### src/rtl/count_seq_pkg.sv
// Shared types and helpers for the count_sequencer block: FSM state encoding,
// step width and the saturating count update.
package count_seq_pkg;

  typedef enum logic [1:0] {IDLE, RUN, PAUSE, DONE} state_t;

  localparam int STEP_W = 4;
  // Widest count/limit the helper supports; callers zero-extend into it.
  localparam int MAX_W  = 16;

  // cur + step clamped to lim, computed one bit wider so it can never wrap.
  function automatic logic [MAX_W-1:0] sat_add(input logic [MAX_W-1:0]  cur,
                                               input logic [STEP_W-1:0] step,
                                               input logic [MAX_W-1:0]  lim);
    logic [MAX_W:0] sum;
    sum = {1'b0, cur} + {{(MAX_W + 1 - STEP_W){1'b0}}, step};
    if (sum > {1'b0, lim}) return lim;
    return sum[MAX_W-1:0];
  endfunction

endpackage

### src/rtl/tick_gen.sv
// Prescaler for count_sequencer: pulses tick on every DIV-th enabled clock,
// holds its value while disabled, and restarts from zero on clr.
module tick_gen #(
  parameter int DIV = 1
) (
  input  logic clk_in,
  input  logic rst,
  input  logic clr,
  input  logic en,
  output logic tick
);

  // DIV is limited to 1..255, so 8 bits always hold the prescaler.
  localparam logic [7:0] LAST = 8'(DIV - 1);

  logic [7:0] pre;

  assign tick = en && (pre == LAST);

  always_ff @(posedge clk_in) begin
    if (rst || clr) begin
      pre <= '0;
    end else if (en) begin
      pre <= tick ? '0 : pre + 8'd1;
    end
  end

endmodule

### src/rtl/count_sequencer.sv
// Command-driven counter sequencer: accepts (limit, step), advances the count on
// prescaler ticks up to limit, with pause, abort and one-cycle done/aborted pulses.
module count_sequencer #(
  parameter int DIV = 1,
  parameter int W   = 8
) (
  input  logic         clk_in,
  input  logic         rst,
  input  logic         cmd_valid,
  output logic         cmd_ready,
  input  logic [W-1:0] cmd_limit,
  input  logic [3:0]   cmd_step,
  input  logic         pause,
  input  logic         abort,
  output logic [W-1:0] count,
  output logic         busy,
  output logic         done,
  output logic         aborted
);

  import count_seq_pkg::*;

  state_t              state, state_nxt;
  logic [W-1:0]        limit_q;
  logic [W-1:0]        count_q;
  logic [W-1:0]        count_adv;
  logic [STEP_W-1:0]   step_q;
  logic                accept;
  logic                active;
  logic                tick_en;
  logic                tick;
  logic                aborted_q;

  assign accept = (state == IDLE) && cmd_valid;
  assign active = (state == RUN) || (state == PAUSE);
  // The prescaler also runs on the edge that leaves PAUSE, so a pause of N
  // cycles delays completion by exactly N cycles; abort and pause block it.
  assign tick_en = active && !pause && !abort;

  tick_gen #(.DIV(DIV)) u_tick (
    .clk_in (clk_in),
    .rst    (rst),
    .clr    (accept),
    .en     (tick_en),
    .tick   (tick)
  );

  assign count_adv = W'(sat_add(MAX_W'(count_q), step_q, MAX_W'(limit_q)));

  always_ff @(posedge clk_in) begin
    if (rst) state <= IDLE;
    else     state <= state_nxt;
  end

  always_comb begin
    state_nxt = state;
    case (state)
      IDLE:       if (cmd_valid) state_nxt = (cmd_limit == '0) ? DONE : RUN;
      RUN, PAUSE: begin
        if (abort)                              state_nxt = IDLE;
        else if (pause)                         state_nxt = PAUSE;
        else if (tick && (count_adv == limit_q)) state_nxt = DONE;
        else                                    state_nxt = RUN;
      end
      DONE:       state_nxt = IDLE;
      default:    state_nxt = IDLE;
    endcase
  end

  always_ff @(posedge clk_in) begin
    if (rst) begin
      count_q   <= '0;
      limit_q   <= '0;
      step_q    <= STEP_W'(1);
      aborted_q <= 1'b0;
    end else begin
      aborted_q <= active && abort;
      if (accept) begin
        limit_q <= cmd_limit;
        step_q  <= (cmd_step == '0) ? STEP_W'(1) : cmd_step;
        count_q <= '0;
      end else if (tick) begin
        count_q <= count_adv;
      end
    end
  end

  always_comb begin
    cmd_ready = (state == IDLE);
    busy      = active;
    done      = (state == DONE);
  end

  assign count   = count_q;
  assign aborted = aborted_q;

endmodule

### config.mk
export PLATFORM = sky130hd
export DESIGN_NAME = count_sequencer
export DESIGN_NICKNAME = d
export VERILOG_FILES = /design/src/rtl/count_seq_pkg.sv /design/src/rtl/tick_gen.sv /design/src/rtl/count_sequencer.sv
export SDC_FILE = /design/constraint.sdc
export NUM_CORES = 1
export LEC_CHECK = 0
export BUFFER_PORTS_ARGS = -buffer_cell sky130_fd_sc_hd__buf_4
export CAP_MARGIN = 30
export CELL_PAD_IN_SITES_DETAIL_PLACEMENT = 1
export CELL_PAD_IN_SITES_GLOBAL_PLACEMENT = 2
export CORE_ASPECT_RATIO = 2
export CORE_UTILIZATION = 36
export CTS_CLUSTER_DIAMETER = 40
export CTS_CLUSTER_SIZE = 8
export DETAILED_ROUTE_END_ITERATION = 8
export PLACE_DENSITY_LB_ADDON = 0.15
export SYNTH_ARGS = -nofsm -noshare
export SYNTH_HDL_FRONTEND = slang
export SYNTH_SLANG_ARGS = --single-unit
### constraint.sdc
create_clock -name clk_in -period 6.4 [get_ports clk_in]
set_input_delay 0.96 -clock clk_in [delete_from_list [all_inputs] [get_ports clk_in]]
set_output_delay 0.96 -clock clk_in [all_outputs]
set_load 0.03 [all_outputs]
Word-level counts from Yosys, hierarchy flattened
Cells that the tools add are included.
{"block": "op_classes", "n_addsub": 2, "eq_ne": 5, "magnitude_cmp": 1, "n_reduce_logical": 16, "n_mux": 11}
{"cell": "2-to-1 mux 8 bit", "n": 3}
{"cell": "logical NOT 8 bit", "n": 2}
{"cell": "2-to-1 mux 2 bit", "n": 5}
{"cell": "adder 8 x 4 -> 9 bit", "n": 1}
{"cell": "greater-than comparator 9 x 8 -> 1 bit", "n": 1}
{"cell": "adder 8 x 1 -> 8 bit (second input constant)", "n": 1}
{"cell": "equality test 8 bit", "n": 1}
{"cell": "logical AND 1 bit", "n": 6}
{"cell": "one-hot mux 2 bit (3 select lines)", "n": 1}
{"cell": "equality test 2 bit (second input constant)", "n": 2}
{"cell": "logical NOT 4 bit", "n": 1}
{"cell": "2-to-1 mux 4 bit", "n": 1}
{"cell": "OR reduction 2 bit", "n": 2}
{"cell": "equality test 2 x 1 -> 1 bit (second input constant)", "n": 1}
{"cell": "logical NOT 1 bit", "n": 2}
{"cell": "logical NOT 2 bit", "n": 1}
{"cell": "logical OR 1 bit", "n": 2}
{"cell": "inequality test 2 bit (second input constant)", "n": 1}
{"cell": "2-to-1 mux 1 bit", "n": 1}
{"block": "word_totals", "elab_cells": 41, "in_bits": 17, "out_inout_bits": 12, "reg_bits": 31}

Longest topological paths before layout
Gate-level depths: netlist of the first run.
{"block": "depth", "word_depth": 10, "ltp_mapped": 14, "mapped_depth_nobuf": 13}

Modules after synthesis
From an unflattened synthesis of the first run, not the netlist that was laid out.
{"block": "hier_totals", "cells_unflattened": 260, "hier_area_um2": 2098.3}
{"mod": "count_sequencer", "cells_per_inst": 214, "n_inst": 1, "seq_area_each_um2": 460.4, "area_per_inst_um2": 1677.9}
{"mod": "tick_gen", "cells_per_inst": 46, "n_inst": 1, "seq_area_each_um2": 160.2, "area_per_inst_um2": 420.4}

Worst setup path after synthesis of the first run
No wires, ideal clock.
{"block": "synth_timing", "path_kind": "flip-flop to flip-flop", "from": "register count_q[0], in the netlist count[0]", "to": "register count_q[4], in the netlist count[4]", "n_path_buf": 0, "t_arrival_ns": 3.237, "setup_ns": 0.074, "setup_slack_ns": 3.089, "period_less_slack_ns": 3.311, "stages_incl_launch_ff": 14, "t_required_ns": 6.326, "cell_sequence": "dfxtp_1 ha_1 fa_1 a211o_2 nand4_2 xor2_2 inv_1 ha_1 nand3_1 o22ai_1 nor3_1 o22ai_2 or4_1 a31oi_1"}
{"block": "synth_between", "elab_chain_len": 4}
{"item": "start, declared", "line_no": "count_sequencer.sv:25", "rtl": "logic [W-1:0] count_q;"}
{"item": "start signal, assigned", "line_no": "count_sequencer.sv:83", "rtl": "count_q <= count_adv;"}
{"item": "adder 8 x 4 -> 9 bit *", "line_no": "count_seq_pkg.sv:16", "rtl": "sum = {1'b0, cur} + {{(MAX_W + 1 - STEP_W){1'b0}}, step};"}
{"item": "greater-than comparator 9 x 8 -> 1 bit", "line_no": "count_seq_pkg.sv:17", "rtl": "if (sum > {1'b0, lim}) return lim;"}
{"item": "2-to-1 mux 1 bit", "line_no": "count_seq_pkg.sv:17"}
{"item": "2-to-1 mux 8 bit *", "line_no": "count_seq_pkg.sv:18", "rtl": "return sum[MAX_W-1:0];"}
Mark *: on every way between the ends. The rest lies on a longest branch, timed or not.
A chain may end at the register's enable or synchronous reset.

Worst setup path in the final report of the first run
Same ends and word-level chain as after synthesis.

==> results.json, run 1 <==
{
  "status": "finished, final reports clean",
  "setup_violations": 0,
  "synth.largest_area_cell": "dfxtp_1",
  "crit_arrival_ns": 3.91,
  "fin_crit_ns": 3.70,
  "rsz0062_at_grt": "no",
  "overflow": 0,
  "clock_path_buffers": 2,
  "worstSetupEndpointType": "register",
  "rr_worst_depth": 13,
  "layout.nets": 309,
  "initial_core_util_pct": 37.7,
  "wire_per_inst_um": 17.3,
  "hp-start": "step_q[3]$_SDFFE_PP0P_",
  "post_cts_buffers": 0,
  "viasPerCell": 5.55,
  "die_y_um": 108,
  "yosysUniqueCellTypes": 55,
  "place_hpwl_mm": 4.89,
  "synth_fp_nets": 281,
  "crit_required_ns": 6.61,
  "ys_ff_latch": 31,
  "cts_tree": "done",
  "yosysWarnings": 0,
  "drt_iter0_markers": 62,
  "stdcell_count": 336,
  "cts_buffers": 5,
  "insertedDiodeCount": 0,
  "critPathLaunchType": "register",
  "slew_headroom_pct": 42.0,
  "drcViolationCount": 0,
  "grt_max_degree": 16,
  "fin_crit_sh_pct": 57.8,
  "dp_cells": 328,
  "utilization_pct": 43.7,
  "fmaxAchievable_ghz": 0.270,
  "setup_tns_ns": 0,
  "clk_pin_slew_ns": 0.07,
  "synth_top_area_share_pct": 30.4,
  "area_delta_synth_final_pct": 16.0,
  "syn-mean-instance-area_sq_um": 8.26,
  "hp-class": "reg2reg",
  "vias": 1866,
  "tightest_slew_ns": 0.867,
  "syn_inst": 247,
  "gp_congestion": 0.857,
  "grt_util_all_layers_pct": 21.0,
  "grt_pass1_vias": 1996,
  "hold_viol": 0,
  "maxCapViolations": 0,
  "synth_edf_count": 0,
  "grt_first_pass_wirelength_mm": 9.74,
  "ios": 29,
  "synth_ff_type": "dfxtp_1",
  "grt_antenna_before_repair": 0,
  "ir_drop_uv": 137,
  "cts_root_buffer": "clkbuf_8",
  "io_buffers": 28,
  "core_sq_um": 5420,
  "holdPathStages": 2,
  "clk_latency_ns": 0.28,
  "num_rows": 38,
  "slew_viol_final": 0,
  "cts-resized-gates": 0,
  "first_pass_iters": 4,
  "path_class": "reg2reg",
  "power_leakage_nw": 1.02,
  "antenna_left": 0,
  "async_reset_ff_share_pct": 0,
  "cts-hold-fix-buffers": 0,
  "drive_gt1_share_pct": 17.8,
  "syn_area_sq_um": 2040,
  "r2r_start": "count[0]$_SDFFE_PP0P_",
  "yosysMostFrequentCell": "nand2_1",
  "die_area_sq_um": 5990,
  "wl_mm": 5.83,
  "synth_area_leaders": "dfxtp_1, ha_1, nand2_1",
  "critPathMaxFanout": 12,
  "dieWidth_um": 55.2,
  "clock_sinks": 31,
  "seq_area_frac_synth_pct": 30.4,
  "fin_worst_skew_ns": 0.00640,
  "cp-startpoint": "count[0]$_SDFFE_PP0P_",
  "h-tree-depth": 2,
  "synthTopCellsByCount": "nand2_1, dfxtp_1, a21oi_1",
  "power_density_nw_per_um2": 215
}
-- cell families after synthesis --
| family | count (synthesis) | synth area share, % |
|---|---|---|
| AOI/OAI and AO/OA | 54 | 18.0 |
| xor gates and xnor gates | 17 | 8.03 |
| adders and majority gates | 17 | 10.8 |
| buffers and inverters | 24 | 5.09 |
| DFF | 31 | 30.4 |
| muxes | 7 | 3.43 |
| and+or+nand+nor | 97 | 24.2 |
-- sequential cells by signal, summed over array words and instances (netlist names) --
name        count
limit_q         8
count           8
state           2
aborted         1
u_tick.pre      8
step_q          4
-- cell usage in the layout (no fill, tap or decap), types with 3 or more instances in the layout --
cell type  count
nor3_1         5
buf_4         28
dfxtp_1       31
and3_1         4
o21ai_1        3
a2bb2oi_1      4
o21ai_0        7
ha_1          16
xnor2_1        8
clkbuf_8       5
xor2_1         7
nor2_1        17
nand4_1        5
inv_1         16
nand3_1        8
nand2_1       40
a21oi_1       21
mux2i_1        7
a21o_1         3
-- metal layers --
metal	GRT usage [%]	vias up	share of wire, %
li1	-	926	-
met1	18.7	906	35
met2	45.6	26	61
met3	2.87	8	1.8
met4	6.96	0	1.9
met5	0	-	0
-- metrics by stage --
step / setup WS [ns] / hold WS, ns / power (W) / cell area (sq um)
after floorplan: 3.09 / 0.440 / 0.000322 / 2040
after global placement: 2.76 / 0.466 / 0.000361 / 2290
after detailed placement: 2.70 / 0.473 / 0.000363 / 2290
after CTS: 2.67 / 0.483 / 0.000516 / 2370
after global routing: 2.45 / 0.503 / 0.000536 / 2370
final: 2.70 / 0.475 / 0.000508 / 2370
-- power by group --
group          internal, W  total (W)  switching (W)
combinational    0.0000605   0.000146      0.0000860
clock            0.0000763   0.000151      0.0000749
sequential        0.000201   0.000211     0.00000972
-- worst max-delay path: stages (launching register included) --
cell and delay, ns:
dfxtp_1 0.33, ha_1 0.24, fa_1 0.44, a211o_2 0.36, nand4_2 0.12, xor2_2 0.25
inv_1 0.08, ha_1 0.31, nand3_1 0.17, o22ai_1 0.12, nor3_1 0.29, o22ai_2 0.29
or4_1 0.47, a31oi_1 0.16
-- worst paths after layout --
path | to | slack (ns)
min | step_q[3]$_SDFFE_PP0P_ | 0.47
max reg2reg | count[4]$_SDFFE_PP0P_ | 2.70
min reg2reg | step_q[3]$_SDFFE_PP0P_ | 0.47
max | count[4]$_SDFFE_PP0P_ | 2.70
-- cell type report --
cell class	instances	area, sq um
Tap cell	60	75.1
Inverter	17	63.8
Clock inverter	1	5.00
Timing Repair Buffer	28	210
Fill cell	684	3050
Clock buffer	7	76.3
Sequential cell	31	621
Multi-Input combinational cell	192	1320
Note: power is estimated with default switching activity, not from simulation.
==> run 2: changes to the inputs <==
--- a/config.mk
+++ b/config.mk
@@ -10,7 +10,7 @@
 export CELL_PAD_IN_SITES_DETAIL_PLACEMENT = 1
 export CELL_PAD_IN_SITES_GLOBAL_PLACEMENT = 2
 export CORE_ASPECT_RATIO = 2
-export CORE_UTILIZATION = 36
+export CORE_UTILIZATION = 34
 export CTS_CLUSTER_DIAMETER = 40
 export CTS_CLUSTER_SIZE = 8
 export DETAILED_ROUTE_END_ITERATION = 8
==> constraint.sdc (replaced) <==
create_clock -name clk_in -period 3.85 [get_ports clk_in]
set_input_delay 0.5775 -clock clk_in [delete_from_list [all_inputs] [get_ports clk_in]]
set_output_delay 0.5775 -clock clk_in [all_outputs]
set_load 0.03 [all_outputs]
==> results.json, run 2 (same netlist as run 1, synthesis figures left out) <==
{
  "ir_drop_uv": 272,
  "status": "finished, final reports clean",
  "post-route-cell-area_sq_um": 2470,
  "hold_viol": 0,
  "power_density_nw_per_um2": 429,
  "grt_antenna_before_repair": 0,
  "insertedDiodeCount": 0,
  "viasPerCell": 5.51,
  "post_cts_buffers": 0,
  "clk_latency_ns": 0.28,
  "h-tree-depth": 2,
  "fmaxAchievable_ghz": 0.282,
  "setup_tns_ns": 0,
  "met3_usage_pct": 2.67,
  "maxCapViolations": 0,
  "path_class": "reg2reg",
  "slew_viol_final": 0,
  "grt_first_pass_wirelength_mm": 9.83,
  "placed_area_sq_um": 2290,
  "crit_required_ns": 3.98,
  "grt_pass1_vias": 1981,
  "dieWidth_um": 56.8,
  "vias": 1862,
  "io_buffers": 28,
  "worstSetupEndpointType": "register",
  "clock_sinks": 31,
  "grt_util_met1_pct": 18.0,
  "layout_common_cells": "nand2_1, dfxtp_1, buf_4, a21oi_1, nor2_1",
  "cts-resized-gates": 0,
  "overflow": 0,
  "fin_crit_sh_pct": 92.2,
  "clock_path_buffers": 2,
  "holdPathStages": 2,
  "die_y_um": 112,
  "grt.met2_usage_pct": 43.5,
  "drive_gt1_share_pct": 18.8,
  "wire_per_inst_um": 18.0,
  "utilization_pct": 42.9,
  "slew_headroom_pct": 42.0,
  "wl_mm": 6.09,
  "gp_congestion": 0.852,
  "cts_buffers": 5,
  "layout_commonest_cell": "nand2_1",
  "setup_violations": 0,
  "cts-hold-fix-buffers": 0,
  "cts_root_buffer": "clkbuf_16",
  "grt_max_degree": 16,
  "fin_worst_skew_ns": 0.00821,
  "layout.nets": 310,
  "core_sq_um": 5760,
  "area_delta_synth_final_pct": 21.0,
  "fin_hold_ws_ns": 0.483,
  "r2r_start": "count[0]$_SDFFE_PP0P_",
  "num_rows": 39,
  "antenna_left": 0,
  "hp-start": "limit_q[3]$_SDFFE_PP0P_",
  "whs_endpoint": "limit_q[3]$_SDFFE_PP0P_",
  "drt_iter0_markers": 31,
  "hp-class": "reg2reg",
  "critPathLaunchType": "register",
  "grt_util_all_layers_pct": 20.7,
  "drcViolationCount": 0,
  "place_hpwl_mm": 4.94,
  "die_area_sq_um": 6330,
  "rsz0062_at_grt": "no",
  "cts_tree": "done",
  "rr_worst_depth": 13,
  "first_pass_iters": 4,
  "crit_arrival_ns": 3.68,
  "power_leakage_nw": 1.07,
  "initial_core_util_pct": 35.4,
  "r2r-end": "count[1]$_SDFFE_PP0P_",
  "critPathMaxFanout": 12,
  "grt_busiest_layer": "met2",
  "clk_pin_slew_ns": 0.05,
  "ios": 29,
  "tightest_slew_ns": 0.867,
  "fin_crit_ns": 3.55,
  "n_fill_cell": 728,
  "rrSetupSlack_ns": 0.30
}
==> run 2: layout make-up <==
cell class | count | area (sq um) | share of cell area, %
clock inverter | 2 | 35.0 | 1.42
tap | 61 | 76.3 | 3.09
sequential | 31 | 621 | 25.1
multi-input combinational | 192 | 1320 | 53.3
timing repair buffer | 29 | 218 | 8.82
clock buffer | 6 | 139 | 5.63
inverter | 17 | 63.8 | 2.58
==> run 2: stage by stage <==
stage	instances	power [W]	setup WS, ns
2_1_floorplan	247	0.000536	0.539
3_3_place_gp	330	0.000606	0.385
3_5_place_dp	330	0.000609	0.289
4_1_cts	338	0.00107	0.273
5_1_grt	338	0.00111	0.103
6_report	338	0.00106	0.300
==> run 2: worst max-delay path by stage <==
stage                                     start               endpoint  slack [ns]
after floorplan           count[0]$_SDFFE_PP0P_  count[4]$_SDFFE_PP0P_        0.54
after global placement    count[0]$_SDFFE_PP0P_  count[0]$_SDFFE_PP0P_        0.39
after detailed placement  count[0]$_SDFFE_PP0P_  count[3]$_SDFFE_PP0P_        0.29
after CTS                 count[0]$_SDFFE_PP0P_  count[0]$_SDFFE_PP0P_        0.27
after global routing      count[0]$_SDFFE_PP0P_  count[1]$_SDFFE_PP0P_        0.10
final                     count[0]$_SDFFE_PP0P_  count[1]$_SDFFE_PP0P_        0.30
==> run 2: power by group <==
group          switching, W  leakage [nW]  internal (W)
Clock              0.000140        0.0868      0.000321
Combinational      0.000146         0.730      0.000101
Sequential        0.0000168         0.252      0.000335
==> run 2: routing by layer <==
metal	part of all wire [%]	routed length, um
met4	2.7	167
met3	1.9	114
met1	34	2100
met2	61	3710
met5	0	0
==> run 2: worst max-delay path: stages, from the launching register on <==
cell	delay [ns]
dfxtp_1	0.32
ha_1	0.22
fa_1	0.43
a211o_2	0.36
nand4_2	0.12
xor2_2	0.16
inv_1	0.07
ha_1	0.31
nand3_1	0.15
o22ai_1	0.25
nor3_1	0.10
o22ai_2	0.56
mux2i_1	0.26
a21oi_1	0.08
==> run 3: changes to the inputs <==
--- a/config.mk
+++ b/config.mk
@@ -15,6 +15,7 @@
 export CTS_CLUSTER_SIZE = 8
 export DETAILED_ROUTE_END_ITERATION = 8
 export PLACE_DENSITY_LB_ADDON = 0.15
+export REMOVE_ABC_BUFFERS = 1
 export SYNTH_ARGS = -nofsm -noshare
 export SYNTH_HDL_FRONTEND = slang
 export SYNTH_SLANG_ARGS = --single-unit
==> constraint.sdc (replaced) <==
create_clock -name clk_in -period 3.7 [get_ports clk_in]
set_input_delay 0.555 -clock clk_in [delete_from_list [all_inputs] [get_ports clk_in]]
set_output_delay 0.555 -clock clk_in [all_outputs]
set_load 0.03 [all_outputs]
==> results.json, run 3 (same netlist as run 1, synthesis figures left out) <==
{
  "fin_ws_ns": 0.185,
  "drcViolationCount": 4,
  "power_switching_w": 0.000332,
  "setup_violations": 0,
  "clock_sinks": 31,
  "fmaxAchievable_ghz": 0.284,
  "initial_core_util_pct": 35.4,
  "fin_crit_sh_pct": 95.0,
  "layout_common_cells": "nand2_1, dfxtp_1, buf_4, a21oi_1, nor2_1",
  "setup_tns_ns": 0,
  "dieWidth_um": 56.8,
  "status": "finished with violations",
  "placed_area_sq_um": 2290,
  "first_pass_iters": 6,
  "power_density_nw_per_um2": 424,
  "power.internal_w": 0.000724,
  "crit_required_ns": 3.90,
  "maxCapViolations": 0,
  "ios": 29,
  "crit_arrival_ns": 3.71,
  "h-tree-depth": 2,
  "ir_drop_uv": 240,
  "tightest_slew_ns": 0.959,
  "r2r_start": "count[0]$_SDFFE_PP0P_",
  "place_hpwl_mm": 5.01,
  "power_frac_comb_pct": 28.6,
  "fin_worst_skew_ns": 0.00464,
  "cts_root_buffer": "clkbuf_16",
  "antenna_left": 0,
  "area_delta_synth_final_pct": 22.1,
  "grt_util_all_layers_pct": 20.4,
  "clk_pin_slew_ns": 0.05,
  "layout.nets": 312,
  "clock_path_buffers": 2,
  "core_sq_um": 5760,
  "wl_mm": 6.31,
  "power_leakage_nw": 1.07,
  "r2r-end": "count[4]$_SDFFE_PP0P_",
  "sw_frac_of_total_pct": 31.4,
  "dpl_worst_slack_ns": 0.00703,
  "hp-class": "reg2reg",
  "holdPathStages": 2,
  "hp-start": "step_q[3]$_SDFFE_PP0P_",
  "path_class": "reg2reg",
  "io_buffers": 28,
  "viasPerCell": 5.59,
  "rrSetupSlack_ns": 0.18,
  "slew_viol_final": 0,
  "wire_per_inst_um": 18.5,
  "critPathMaxFanout": 6,
  "die_area_sq_um": 6330,
  "clk_latency_ns": 0.27,
  "n_fill_cell": 724,
  "worstSetupEndpointType": "register",
  "layout_commonest_cell": "nand2_1",
  "slew_headroom_pct": 35.8,
  "num_rows": 39,
  "grt_pass1_vias": 2033,
  "power_frac_clock_pct": 36.7,
  "critPathLaunchType": "register",
  "drive_gt1_share_pct": 20.1,
  "gp_congestion": 0.803,
  "cts-hold-fix-buffers": 0,
  "drt_iter0_markers": 36,
  "overflow": 0,
  "die_y_um": 112,
  "power_w": 0.00106,
  "post-route-cell-area_sq_um": 2490,
  "grt_antenna_before_repair": 0,
  "rr_worst_depth": 12,
  "rsz0062_at_grt": "no",
  "cts_tree": "done",
  "p_seq_share_pct": 34.6,
  "vias": 1899,
  "hold_viol": 0,
  "grt_max_degree": 16,
  "violations": "design-rule violations",
  "insertedDiodeCount": 0,
  "cts_buffers": 5,
  "whs_endpoint": "step_q[3]$_SDFFE_PP0P_",
  "fin_crit_ns": 3.52,
  "grt_first_pass_wirelength_mm": 9.67
}
run 3: power groups by stage:
stage | registers (W) | logic [W] | clock network, W
5_1_grt | 0.000368 | 0.000329 | 0.000409
4_1_cts | 0.000366 | 0.000269 | 0.000398
6_report | 0.000366 | 0.000303 | 0.000388
3_3_place_gp | 0.000373 | 0.000260 | 0
2_1_floorplan | 0.000371 | 0.000177 | 0
3_5_place_dp | 0.000373 | 0.000262 | 0
run 3: through the flow:
| stage | std cells | utilization, % | hold WS, ns |
|---|---|---|---|
| after floorplan | 240 | - | 0.434 |
| after global placement | 330 | 39.9 | 0.454 |
| after detailed placement | 330 | 39.9 | 0.457 |
| after CTS | 338 | 42.4 | 0.464 |
| after global routing | 340 | 43.3 | 0.479 |
| final | 340 | 43.3 | 0.463 |
run 3: cell type report:
cell class              instances  area (sq um)  area share [%]
multi-input cells             193          1370            54.9
flip-flops and latches         31           621            24.9
repair buffers                 30           225            9.04
clock buffers                   7           133            5.32
well taps                      61          76.3            3.06
inverters                      17          63.8            2.56
clock inverters                 1          5.00           0.201
run 3: worst max-delay path: stages, from the launching register on:
cell,delay [ns]
dfxtp_1,0.32
ha_1,0.24
fa_2,0.38
a211o_2,0.35
nand4_2,0.12
xor2_2,0.22
inv_1,0.08
ha_1,0.34
nand3_2,0.13
nor3_2,0.50
o22ai_4,0.18
or4_1,0.41
a31oi_1,0.16
run 3: what timing repair did:
item	in CTS	in global routing
pin swaps	0	3
setup buffers	0	1
cloned	0	1
endpoints found under the setup margin	3	8
hold endpoints to repair	0	0
gates resized for setup	1	6
run 3: worst max-delay path by stage:
stage                          startpoint                    end  slack (ns)  depth (start not counted)
finish              count[0]$_SDFFE_PP0P_  count[4]$_SDFFE_PP0P_        0.18                         12
global route        count[0]$_SDFFE_PP0P_  count[4]$_SDFFE_PP0P_       0.005                         13
CTS                 count[0]$_SDFFE_PP0P_  count[4]$_SDFFE_PP0P_        0.05                         13
detailed placement  count[0]$_SDFFE_PP0P_  count[0]$_SDFFE_PP0P_       0.007                         13
global placement    count[0]$_SDFFE_PP0P_  count[3]$_SDFFE_PP0P_        0.11                         13
floorplan           count[0]$_SDFFE_PP0P_  count[4]$_SDFFE_PP0P_        0.23                         13
run 3: metal layers:
metal | routed length (um) | share of wire [%] | track usage, %
met1 | 2080 | 33 | 17.2
met2 | 3760 | 60 | 41.7
met3 | 108 | 1.7 | 2.90
met4 | 356 | 5.6 | 12.5
met5 | 0 | 0 | 0
